===== src/rtl/arf192b080e1r1w0cbbehbaa4acw_wr_en_ctl.sv =====
// arf192b080e1r1w0cbbehbaa4acw_wr_en_ctl: 192-row write-enable controller, 2-deep queue, registered one-hot bank/row issue.
// Optional drop counter enabled by ARF192B080E1R1W0CBBEHBAA4ACW_WR_DROP_CNT_EN.
module arf192b080e1r1w0cbbehbaa4acw_wr_en_ctl (
  input  logic        clk,
  input  logic        rst,
  input  logic        in_vld,
  output logic        in_rdy,
  input  logic [7:0]  in_addr,
  input  logic [79:0] in_data,
  input  logic        fd,
  input  logic        err_clr,
  output logic [11:0] bank_en,
  output logic [15:0] row_sel,
  output logic [79:0] wr_data,
  output logic        wr_err
`ifdef ARF192B080E1R1W0CBBEHBAA4ACW_WR_DROP_CNT_EN
  ,
  output logic [7:0]  drop_cnt
`endif
);
  logic [87:0] r_q0, r_q1;
  logic [1:0]  r_cnt;
  logic [11:0] r_bank;
  logic [15:0] r_row;
  logic [79:0] r_data;
  logic        r_err;
  logic        w_acc, w_ok, w_bad, w_pop, w_byp, w_push, w_go;
  logic [87:0] w_new, w_iss, w_e0;
  logic [1:0]  w_lvl;
  assign in_rdy = ~rst & (r_cnt != 2'd2);
  assign w_acc  = in_vld & in_rdy;
  assign w_ok   = in_addr < 8'd192;
  assign w_bad  = w_acc & ~w_ok;
  assign w_new  = {in_addr, in_data};
  // queue head has priority; an empty queue lets a fresh legal write bypass straight to issue
  assign w_pop  = ~fd & (r_cnt != 2'd0);
  assign w_byp  = ~fd & (r_cnt == 2'd0) & w_acc & w_ok;
  assign w_push = w_acc & w_ok & ~w_byp;
  assign w_go   = w_pop | w_byp;
  assign w_iss  = w_pop ? r_q0 : w_new;
  assign w_e0   = w_pop ? r_q1 : r_q0;
  assign w_lvl  = r_cnt - {1'b0, w_pop};
  always_ff @(posedge clk or posedge rst)
    if (rst) begin
      r_q0   <= '0;
      r_q1   <= '0;
      r_cnt  <= '0;
      r_bank <= '0;
      r_row  <= '0;
      r_data <= '0;
      r_err  <= 1'b0;
    end else begin
      r_q0   <= (w_push && w_lvl == 2'd0) ? w_new : w_e0;
      r_q1   <= (w_push && w_lvl == 2'd1) ? w_new : r_q1;
      r_cnt  <= w_lvl + {1'b0, w_push};
      r_bank <= w_go ? 12'(1) << w_iss[87:84] : '0;
      r_row  <= w_go ? 16'(1) << w_iss[83:80] : '0;
      r_data <= w_go ? w_iss[79:0] : r_data;
      r_err  <= w_bad | (r_err & ~err_clr);
    end
  assign bank_en = r_bank;
  assign row_sel = r_row;
  assign wr_data = r_data;
  assign wr_err  = r_err;
`ifdef ARF192B080E1R1W0CBBEHBAA4ACW_WR_DROP_CNT_EN
  logic [7:0] r_drop, w_dbase;
  // clear applies first so a same-cycle increment lands on 1
  assign w_dbase = err_clr ? 8'd0 : r_drop;
  always_ff @(posedge clk or posedge rst)
    if (rst) r_drop <= '0;
    else r_drop <= w_bad ? ((w_dbase == 8'hff) ? 8'hff : w_dbase + 8'd1) : w_dbase;
  assign drop_cnt = r_drop;
`endif
endmodule

===== config.mk =====
export PLATFORM = sky130hd
export DESIGN_NAME = arf192b080e1r1w0cbbehbaa4acw_wr_en_ctl
export DESIGN_NICKNAME = d
export VERILOG_FILES = /design/src/rtl/arf192b080e1r1w0cbbehbaa4acw_wr_en_ctl.sv
export SDC_FILE = /design/constraint.sdc
export NUM_CORES = 1
export LEC_CHECK = 0
export ABC_AREA = 1
export CORE_MARGIN = 4
export CORE_UTILIZATION = 60
export CTS_BUF_LIST = sky130_fd_sc_hd__clkbuf_2 sky130_fd_sc_hd__clkbuf_4 sky130_fd_sc_hd__clkbuf_8
export CTS_CLUSTER_SIZE = 8
export DETAILED_ROUTE_END_ITERATION = 8
export GPL_TIMING_DRIVEN = 0
export HOLD_SLACK_MARGIN = 0.1
export PLACE_DENSITY = 0.88
export SLEW_MARGIN = 15
export SYNTH_ARGS = -nofsm -noshare
export SYNTH_HDL_FRONTEND = slang
export SYNTH_SLANG_ARGS = --single-unit

===== constraint.sdc =====
create_clock -name clk -period 27.2 [get_ports clk]
set_clock_uncertainty 0.1 [all_clocks]
set_input_delay 5.44 -clock clk [delete_from_list [all_inputs] [get_ports clk]]
set_output_delay 5.44 -clock clk [all_outputs]
set_load 0.02 [all_outputs]

==> metrics.txt <==
status completed; initial core utilization 61.7%; FMAX 0.0796 GHz; num ports 203; mapped cell area 13,100 um2; Post-Place Cell Area 15,600 um2; crit path DAT 7.02 ns; Die ar. 24,300 um2; CP dominant cell by count clkdlybuf4s50_1; Hold Vio Cnt, Final 0; CORE AREA 21,300 um2; Reg-to-Reg Start r_cnt[1]$_DFF_PP0_; global-route wire length before repair 60,300 um; r2r setup slk 23.99 ns; Crit-path slowest cell clkdlybuf4s50_1; Fin Setup TNS 0 ns; DR iter-0 viols 1,257; root buf cell clkbuf_8; largest net degree at the start of global routing 120; R2R depth 14; vias in the first global route 12,344; crit-path cells clkdlybuf4s50_1 -> a21oi_1 -> clkdlybuf4s50_1; CP Launch Type input pin; clk_lat worst skew 0.55 ns; Seq cells post-synth 287; DIE HEIGHT 156 um; cell area after layout 16,500 um2; total track usage 30.7%; DR pass1 iterations 5; GP Congestion 0.859; Syn Inst Count 1,707; setup violators final 0; WP data required 21.66 ns; Max Buffers Root-to-Sink 3; synth top area cells dfrtp_1, nand2_1, nand3_1; share of layout cells above drive strength 1 8.24%; Max VDD drop 0.0626 mV; DRT Wirelength 36,900 um; via count 12,486; worst flop-to-flop path endpoint r_q0[23]$_DFFE_PP0P_; crit-path max cell delay 0.67 ns; post-DP HPWL 25,500 um; clk slew on worst S/H paths 0.06 ns; min cycle time layout 12.56 ns; input/output buffers 202; HP Class reg2reg; Sink Count 287; Area growth, synth to finish 25.7%; CP endpoint in_rdy; DRC Markers 0; Critical Path End Type output pin; drt wl/cell 16.3 um; worst setup path start rst; static leakage 8.65 nW; # resized after CTS 0; Core Rows 53; Nets 2,054; area share of the largest cell type after synthesis 54.7%; Routed Antenna Nets 0; RSZ-0062 raised after global routing no; fin crit share 46.2%; Num CTS Buffers 46; WS Path Type in2out; Cell Pwr Density 109 nW/um2; vias per cell 5.51; Fill cells 1,454; Synth cell types 22; Yosys warnings 0; commonest non-fill, non-tap cells in the layout nand2_1, dfrtp_1, clkdlybuf4s50_1, nand3_1, inv_1; die width 156 um; Slew Limit Fails 0; gr ovfl total 0; Avg Inst Size Synth 7.69 um2; Max-cap violations 0; CP Max Fanout 2; most common cell after layout, fill and taps aside nand2_1; post-CTS setup buffers 0; TritonCTS clock tree built; Slew @ Worst Pin 0.648 ns; Rel. slew slack 56.8%; Post-CTS Hold Fix Bufs 0; cell taking the most area after synthesis dfrtp_1; initial antenna violation count 1; sequential-to-total area share from yosys stat 54.7%; H-tree levels 2; Syn Nets 1,802
-- cell usage after synthesis --
cell and number:
nand4_2 1, clkbuf_1 31, buf_2 71, o21ai_0 90
nor2_1 36, nand3_1 185, nand2_1 794, inv_2 3
nor2_2 2, buf_4 1, nand3_2 1, o21ai_1 89
nand2_2 1, dfrtp_1 287, inv_1 97, xor2_1 1
o22ai_1 1, buf_1 10, nand4_1 1, ha_1 2
a21oi_1 1, nor2_4 2
-- where the power goes --
part,internal (W),switching [W]
logic,0.000268,0.000454
registers,0.000601,0.0000942
clock network,0.000213,0.000165
total,0.00108,0.000712
-- cell families (layout without fill, tap and decap cells) --
family | Yosys count | count (layout) | synth area share, %
simple gates | 1023 | 1023 | 31.3
compound gates | 181 | 181 | 6.91
buf+inv | 213 | 496 | 6.80
flops | 287 | 287 | 54.7
xor+xnor | 1 | 1 | 0.0667
fa+ha+maj | 2 | 2 | 0.191
other cells | 0 | 1 | 0
-- critical path: cells and delay by family --
family	cells	cell delay, ns
AOI/OAI and AO/OA	1	0.33
buffers and inverters	2	1.25
-- cell type report --
type / count / area, um2 / area share (%)
inverter: 100 / 383 / 2.32
tap: 275 / 344 / 2.09
buffer: 113 / 517 / 3.13
sequential: 287 / 7180 / 43.5
antenna: 1 / 2.50 / 0.0152
clock inverter: 2 / 10.0 / 0.0607
multi-input combinational: 1207 / 5050 / 30.6
timing repair buffer: 204 / 2080 / 12.6
clock buffer: 77 / 928 / 5.63
-- how the worst min path moves through the flow --
stage                                        from                 endpoint  slack, ns  cells past startpoint
after floorplan              r_q1[81]$_DFFE_PP0P_     r_q1[81]$_DFFE_PP0P_       0.35                      2
after global placement     wr_data[1]$_DFFE_PP0P_   wr_data[1]$_DFFE_PP0P_       0.36                      2
after detailed placement  wr_data[73]$_DFFE_PP0P_  wr_data[73]$_DFFE_PP0P_       0.36                      2
after CTS                 wr_data[62]$_DFFE_PP0P_  wr_data[62]$_DFFE_PP0P_       0.38                      2
after global routing      wr_data[36]$_DFFE_PP0P_  wr_data[36]$_DFFE_PP0P_       0.40                      2
final                     wr_data[35]$_DFFE_PP0P_  wr_data[35]$_DFFE_PP0P_       0.38                      2
-- metrics by stage --
| stage | utilization [%] | std cells | total power [W] | hold slack (ns) | setup slack (ns) |
|---|---|---|---|---|---|
| after detailed placement | 73.1 | 2186 | 0.00141 | 0.364 | 14.68 |
| after global routing | 77.5 | 2266 | 0.00192 | 0.404 | 14.65 |
| after floorplan | - | 1707 | 0.00113 | 0.353 | 13.69 |
| after CTS | 77.5 | 2265 | 0.00179 | 0.381 | 14.68 |
| after global placement | 72.8 | 2184 | 0.00138 | 0.363 | 10.49 |
| final | 77.5 | 2266 | 0.00179 | 0.377 | 14.64 |
-- sequential cells by signal, indices dropped and copies added (netlist names) --
name	flops
r_q0	88
r_q1	88
wr_data	80
row_sel	16
bank_en	12
r_cnt	2
wr_err	1
-- metal layers --
layer	up-vias	global-route usage [%]	routed length, um
li1	5862	-	-
met1	5825	40.2	14100
met2	661	49.4	17500
met3	138	6.77	3610
met4	0	14.1	1680
met5	-	0	0
No activity file was read; power rests on OpenSTA's default activity.
